$ cat src/rtl/mem_arb_pkg.sv
// Shared types and constants for the unified-memory arbiter.
package mem_arb_pkg;

  // Width of the wait-state counter (WAIT_CYCLES range 0..15).
  localparam int unsigned WAIT_CW = 4;

  typedef enum logic [1:0] {
    ST_IDLE,
    ST_ACCESS,
    ST_DONE
  } arb_state_t;

  typedef enum logic {
    GNT_IF = 1'b0,
    GNT_DM = 1'b1
  } grant_t;

endpackage

$ cat src/rtl/arb_wait_counter.sv
// Wait-state counter: cleared outside an access, counts each access cycle,
// done flags the last access cycle (cnt == WAIT_CYCLES).
module arb_wait_counter
  import mem_arb_pkg::*;
#(
  parameter int unsigned WAIT_CYCLES = 1
) (
  input  logic clk,
  input  logic reset_n,
  input  logic clear,
  input  logic enable,
  output logic done
);

  localparam logic [WAIT_CW-1:0] LAST = WAIT_CW'(WAIT_CYCLES);

  logic [WAIT_CW-1:0] cnt;

  // Count access cycles; clear takes priority over enable.
  always_ff @(posedge clk or negedge reset_n) begin
    if (!reset_n) begin
      cnt <= '0;
    end else if (clear) begin
      cnt <= '0;
    end else if (enable) begin
      cnt <= cnt + 1'b1;
    end
  end

  assign done = (cnt == LAST);

endmodule

$ cat src/rtl/mem_arbiter.sv
// Arbiter sharing one single-port memory between instruction fetch (IF)
// and load/store (DM). One requester is served at a time; each access lasts
// WAIT_CYCLES+1 cycles, followed by a one-cycle ack.
// Optional feature macro: ARB_RR_EN (round-robin on simultaneous requests;
// default build uses fixed priority DM over IF).
module mem_arbiter
  import mem_arb_pkg::*;
#(
  parameter int unsigned AW          = 32,
  parameter int unsigned DW          = 32,
  parameter int unsigned WAIT_CYCLES = 1
) (
  input  logic          clk,
  input  logic          reset_n,
  input  logic          if_req,
  input  logic [AW-1:0] if_addr,
  output logic [DW-1:0] if_rdata,
  output logic          if_ack,
  output logic          if_stall,
  input  logic          dm_req,
  input  logic          dm_we,
  input  logic [AW-1:0] dm_addr,
  input  logic [DW-1:0] dm_wdata,
  output logic [DW-1:0] dm_rdata,
  output logic          dm_ack,
  output logic          mem_read,
  output logic          mem_write,
  output logic [AW-1:0] mem_addr,
  output logic [DW-1:0] mem_wdata,
  input  logic [DW-1:0] mem_rdata
);

  arb_state_t state;
  grant_t     grant;
  grant_t     pick;
  logic       cnt_en;
  logic       cnt_clear;
  logic       cnt_done;

`ifdef ARB_RR_EN
  // Port that wins the next tie; toggles after every tie so ties alternate,
  // starting with DM after reset.
  grant_t     tie_next;
`endif

  assign cnt_en    = (state == ST_ACCESS);
  assign cnt_clear = ~cnt_en;

  arb_wait_counter #(
    .WAIT_CYCLES(WAIT_CYCLES)
  ) u_wait (
    .clk    (clk),
    .reset_n(reset_n),
    .clear  (cnt_clear),
    .enable (cnt_en),
    .done   (cnt_done)
  );

  // Select which requester would be granted from IDLE this cycle.
  always_comb begin
    pick = GNT_IF;
`ifdef ARB_RR_EN
    if (dm_req && if_req) begin
      pick = tie_next;
    end else if (dm_req) begin
      pick = GNT_DM;
    end
`else
    if (dm_req) begin
      pick = GNT_DM;
    end
`endif
  end

  // Arbitration FSM with registered acks and read-data capture.
  always_ff @(posedge clk or negedge reset_n) begin
    if (!reset_n) begin
      state    <= ST_IDLE;
      grant    <= GNT_IF;
      if_ack   <= 1'b0;
      dm_ack   <= 1'b0;
      if_rdata <= '0;
      dm_rdata <= '0;
`ifdef ARB_RR_EN
      tie_next <= GNT_DM;
`endif
    end else begin
      case (state)
        ST_IDLE: begin
          if_ack <= 1'b0;
          dm_ack <= 1'b0;
          if (if_req || dm_req) begin
            state <= ST_ACCESS;
            grant <= pick;
`ifdef ARB_RR_EN
            if (if_req && dm_req) begin
              tie_next <= (pick == GNT_DM) ? GNT_IF : GNT_DM;
            end
`endif
          end
        end
        ST_ACCESS: begin
          if (cnt_done) begin
            state  <= ST_DONE;
            if_ack <= (grant == GNT_IF);
            dm_ack <= (grant == GNT_DM);
            if (grant == GNT_IF) begin
              if_rdata <= mem_rdata;
            end else begin
              dm_rdata <= mem_rdata;
            end
          end
        end
        ST_DONE: begin
          state  <= ST_IDLE;
          if_ack <= 1'b0;
          dm_ack <= 1'b0;
        end
        default: begin
          state  <= ST_IDLE;
          if_ack <= 1'b0;
          dm_ack <= 1'b0;
        end
      endcase
    end
  end

  // Memory strobes and address/data, driven only while an access is in progress.
  always_comb begin
    mem_read  = 1'b0;
    mem_write = 1'b0;
    mem_addr  = '0;
    mem_wdata = '0;
    if (state == ST_ACCESS) begin
      if (grant == GNT_DM) begin
        mem_addr = dm_addr;
        if (dm_we) begin
          mem_write = cnt_done;
          mem_wdata = dm_wdata;
        end else begin
          mem_read = 1'b1;
        end
      end else begin
        mem_addr = if_addr;
        mem_read = 1'b1;
      end
    end
  end

  assign if_stall = if_req & ~if_ack;

endmodule
$ cat config.mk
export PLATFORM = sky130hd
export DESIGN_NAME = mem_arbiter
export DESIGN_NICKNAME = d
export VERILOG_FILES = /design/src/rtl/mem_arb_pkg.sv /design/src/rtl/arb_wait_counter.sv /design/src/rtl/mem_arbiter.sv
export SDC_FILE = /design/constraint.sdc
export NUM_CORES = 1
export LEC_CHECK = 0
export CORE_AREA = 2 2 102 104
export CTS_CLUSTER_DIAMETER = 150
export DETAILED_ROUTE_END_ITERATION = 8
export DIE_AREA = 0 0 104 106
export GPL_ROUTABILITY_DRIVEN = 0
export HOLD_SLACK_MARGIN = 0.12
export PLACE_DENSITY = 0.85
export SETUP_SLACK_MARGIN = 0.15
export SYNTH_ARGS = -nofsm -noshare
export SYNTH_HDL_FRONTEND = slang
export SYNTH_SLANG_ARGS = --single-unit
$ cat constraint.sdc
create_clock -name clk -period 4.2 [get_ports clk]
set_input_delay 0.84 -clock clk [delete_from_list [all_inputs] [get_ports clk]]
set_output_delay 0.84 -clock clk [all_outputs]
set_load 0.05 [all_outputs]
# Yosys cells after proc, flatten, opt, wreduce, memory -nomap -nowiden
# Cells that the tools add are included.
# totals
in_bits	133
elab_cells	41
register_bits	73
output_inout_bits	133
# classes
eq_ne	4
add_sub_neg	1
n_bitwise	3
reduce_logical	6
mux	20
# ops
operator	count
32-bit two-way mux	5
1-bit two-way mux	11
3-bit AND reduction	2
4-bit by 1-bit adder with 4-bit output (second input constant)	1
4-bit by 1-bit == test with 1-bit output (second input constant)	1
2-bit two-way mux	2
4-bit two-way mux	1
2-bit case mux with 2 select lines	1
2-bit AND reduction	2
2-bit by 1-bit == test with 1-bit output (second input constant)	1
2-bit logical NOT	1
2-bit by 1-bit inequality test with 1-bit output (second input constant)	1
2-bit inequality test (second input constant)	1
1-bit NOT	2
1-bit bitwise AND	1
1-bit logical OR	1

# Depth between registers and ports, before layout
# depth
word_depth	4
depth_mapped	8
depth_no_buf	5

# Hierarchy
# From an unflattened synthesis, not the netlist that was laid out.
# unflattened
cells_unflattened	287
hier_area_um2	3717.3
# modules_own_cells
module	seq_area_each_um2	n_inst	area_each_um2	cells_per_inst
mem_arbiter	1726.7	1	3495.9	267
arb_wait_counter	100.1	1	221.5	20

# Worst setup path after synthesis
# OpenSTA, ideal clock, no wires.
# synth_path
path_kind	reg-to-output
start	reg grant
end	out mem_addr[24]
stages_incl_launch_ff	5
path_buffers	2
slack_ps	1439
arrival_time_ps	1921
required_time_ps	3360
path_cell_list	dfrtp_1 > buf_1 > buf_1 > mux2i_1 > nor2_1
# synth_between
elab_chain_len	2
# synth_rtl
item	line	rtl
start: declaration	mem_arbiter.sv:34	grant_t grant;
start signal: assignment	mem_arbiter.sv:94	grant <= pick;
32-bit two-way mux	mem_arbiter.sv:135	if (grant == GNT_DM) begin
32-bit two-way mux	mem_arbiter.sv:134	if (state == ST_ACCESS) begin
end: declaration	mem_arbiter.sv:28	output logic [AW-1:0] mem_addr,
# No other way between the ends.

# Final worst setup path
# layout_path
start	reg state[1]
end	out mem_write
# layout_between
elab_chain_len	2
# layout_rtl
item	line	rtl
start: declaration	mem_arbiter.sv:33	arb_state_t state;
start signal: assignment	mem_arbiter.sv:78	state <= ST_IDLE;
start signal: assignment	mem_arbiter.sv:93	state <= ST_ACCESS;
start signal: assignment	mem_arbiter.sv:104	state <= ST_DONE;
2-bit by 1-bit == test with 1-bit output	mem_arbiter.sv:134	
1-bit two-way mux	mem_arbiter.sv:134	
end: declaration	mem_arbiter.sv:27	output logic mem_write,
# No other way between the ends.

==> impl_metrics.yaml <==
floorplanning:
  die_w_um: 104
  initial_utilization_pct: 36.06
  fp.dieArea_um2: 11020
  core-area_um2: 10000
  chipHeight_um: 106
  placementRows: 37
  pin_count: 266
timing:
  clock_skew_ns: 0.005712
  hold_viol_final: 0
  grt_setup_unrepaired: "false"
  finalSetupViolations: 0
  max-slew-margin-rel_pct: 28.64
  worst-slew-pin-transition_ns: 1.070
  final.period_utilization_pct: 81.81
  achievable-frequency_ghz: 0.2910
  fin_setup_tns_ns: 0
  minimum_clock_period_ns: 3.436
  slew_viol_final: 0
worst_setup_path:
  timing.critical_path.to_type: "output port"
  rr_startpoint: "grant"
  ff2ff_setup_slack_ns: 1.45
  r2r-end: "dm_rdata[19]"
  ws_path_type: "reg2out"
  worstRegToRegCells: 3
  worstPathArrival_ns: 2.60
  worst_setup_path_start_kind: "flop"
  required_time_of_the_critical_path_ns: 3.36
  timing.critical_path.fanout_max: 43
hold_path:
  min-delay-start: "state[1]"
  min-delay-path-class: "reg2reg"
  endpoint_of_the_worst_hold_timing_path: "state[0]"
  timing.hold.worst_path_depth: 1
flow_run:
  maxCapViolations: 0
yosys:
  synth.top_cells.by_area: "sky130_fd_sc_hd__dfrtp_1 51%, sky130_fd_sc_hd__mux2_4 12%, sky130_fd_sc_hd__mux2_2 10%"
  postSynth.topFlopCell: "sky130_fd_sc_hd__dfrtp_1"
  synth_fp_nets: 420
  post_synth_inst_count: 285
  synthDominantCellAreaShare_pct: 50.66
  post_synth_num_cell_types: 28
  netlist_area_um2: 3606
  synthArstFlopShare_pct: 100.0
  ys.warnings.count: 0
  synth_seq_cells: 73
  synth_edf_count: 0
  seq_area_frac_synth_pct: 50.66
  post_synth.cell_area_avg_um2: 12.65
  synth_largest_area_cell: "sky130_fd_sc_hd__dfrtp_1"
cts:
  ctsHtreeMaxLevel: 3
  cts.repair_timing.setup_buffer_count: 0
  cts_tree: "built"
  clk_latency_ns: 0.35
  cts.sinks: 73
  post_cts_resize_count: 0
  clk_path_buf_depth: 2
  cts-buffers-inserted: 9
  cts.root.buffer_cell: "sky130_fd_sc_hd__clkbuf_8"
  cts_hold_repair.buffers: 0
  clkSlewWorstSetupHoldPaths_ns: 0.07
power:
  seq_power_share_pct: 21.4
  clock_power_share_pct: 9.9
  leakagePower_uw: 0.003027
  peakVddDrop_mv: 0.5827
  power.internal_uw: 3124
  net-switching-power_uw: 3158
  share_comb_of_total_power_pct: 68.7
  power-per-cell-area_nw_per_um2: 911.0
  power.share.switching_pct: 50.27
grt:
  grt_antenna_before_repair: 0
  globalRouteTotalUtil_pct: 21.71
  pin_count_of_the_biggest_net_entering_global_routing: 74
  overflow: 0
  first_global_vias: 3324
  grt_pass1_wl_um: 18390
placed_design:
  placement.io_buffers: 265
  dpl.hpwl_um: 9441
  placed_cells: 669
routing:
  ant_nets: 0
  drt_iter0_markers: 100
  detailroute.via_count: 3140
  route.detailed.wl_per_inst_um: 17.14
  route.detailed.vias_per_inst: 4.584
  detail_route.drc_violations: 0
  detail_route.first_pass.iterations: 4
  routed_wl_um: 11740
final_layout:
  area_delta_synth_final_pct: 91.22
  antenna_cells: 0
  finish.net_count: 679
  layoutNonFillerInstCount: 685
  drive_gt1_share_pct: 21.31
status:
  status: "finished, final reports clean"
-- area by class of cell --
cell class                      instances  area, um^2
Tap cell                              136       170.2
Inverter                                2       7.507
Timing Repair Buffer                  268        2990
Clock inverter                          4       75.07
Sequential cell                        73        1828
Multi-Input combinational cell        190        1669
Fill cell                             719        3104
Clock buffer                           12       155.1
-- Yosys cell counts (2+ instances only) --
library cell                n
sky130_fd_sc_hd__clkbuf_1   7
sky130_fd_sc_hd__mux2_2    32
sky130_fd_sc_hd__mux2_1     2
sky130_fd_sc_hd__inv_1      2
sky130_fd_sc_hd__buf_6      4
sky130_fd_sc_hd__and2_1    32
sky130_fd_sc_hd__mux2_4    30
sky130_fd_sc_hd__nor2_1    40
sky130_fd_sc_hd__buf_2      6
sky130_fd_sc_hd__nand2_1    4
sky130_fd_sc_hd__a21oi_1    2
sky130_fd_sc_hd__mux2i_1   33
sky130_fd_sc_hd__dfrtp_1   73
sky130_fd_sc_hd__ha_1       2
sky130_fd_sc_hd__buf_1      3
-- cell families (layout without fill, tap and decap cells) --
group | Yosys count | in the layout | synth area share (%)
AND/OR/NAND/NOR | 85 | 85 | 11.83
flip-flops | 73 | 73 | 50.66
adder cells (fa/ha/maj) | 2 | 2 | 0.6939
buffers and inverters | 22 | 286 | 3.331
multiplexers | 97 | 97 | 32.27
XOR/XNOR | 2 | 2 | 0.4859
AO/OA/AOI/OAI | 4 | 4 | 0.7288
-- metal layers --
metal	vias to the layer above	GRT usage [%]	part of all wire, %
li1	1475	-	-
met3	29	6.683	7.9
met4	0	10.71	3.6
met1	1465	24.71	38
met5	-	0	0
met2	171	37.12	50
-- power by group through the flow --
stage | logic, uW | registers (uW) | clock network, uW
final | 4320 | 1350 | 620
after global routing | 4470 | 1400 | 676
after CTS | 4360 | 1350 | 636
after detailed placement | 4340 | 1360 | 0
after global placement | 4280 | 1320 | 0
after floorplan | 1740 | 2390 | 0
-- worst max path at each step --
stage                   from      endpoint  slack (ns)  depth (start not counted)
detailed placement     dm_we     mem_write        0.95                          3
global route        state[1]     mem_write        0.59                          4
CTS                 state[1]     mem_write        0.71                          4
global placement       dm_we     mem_write        0.92                          3
floorplan              grant  mem_addr[24]        1.44                          4
finish              state[1]     mem_write        0.76                          4
-- cell usage in the layout (no fill, tap or decap), types with 3 or more instances in the layout --
master                              n
sky130_fd_sc_hd__buf_12            32
sky130_fd_sc_hd__mux2_2            32
sky130_fd_sc_hd__clkbuf_8          11
sky130_fd_sc_hd__clkdlybuf4s50_1  232
sky130_fd_sc_hd__dfrtp_1           72
sky130_fd_sc_hd__nor2_1            40
sky130_fd_sc_hd__and2_1            32
sky130_fd_sc_hd__mux2_4            30
sky130_fd_sc_hd__mux2i_1           33
sky130_fd_sc_hd__nand2_1            4
sky130_fd_sc_hd__buf_4              3
-- sequential cells by signal (all words and copies together), names as in the netlist --
name,cells
state,2
dm_rdata,32
if_ack,1
dm_ack,1
if_rdata,32
grant,1
u_wait.cnt,4
-- metrics by stage --
stage	hold WS, ns	worst slack (ns)	total power (uW)	cell area, um^2	utilization (%)
floorplan	0.4183	1.439	4134	3606	-
detailed placement	0.4443	0.9494	5704	6665	66.65
CTS	0.4531	0.7057	6338	6895	68.96
finish	0.4525	0.7638	6282	6895	68.96
global route	0.4731	0.5945	6543	6895	68.96
global placement	0.4356	0.9220	5608	6665	66.65
-- worst max-delay path, stage by stage, from the launching register on --
cell and delay [ns]:
sky130_fd_sc_hd__dfrtp_1 0.39, sky130_fd_sc_hd__nand2b_2 0.58, sky130_fd_sc_hd__nor2_1 0.30, sky130_fd_sc_hd__and3_1 0.17, sky130_fd_sc_hd__clkdlybuf4s50_1 0.80
Power figures use the tool's default switching activity.
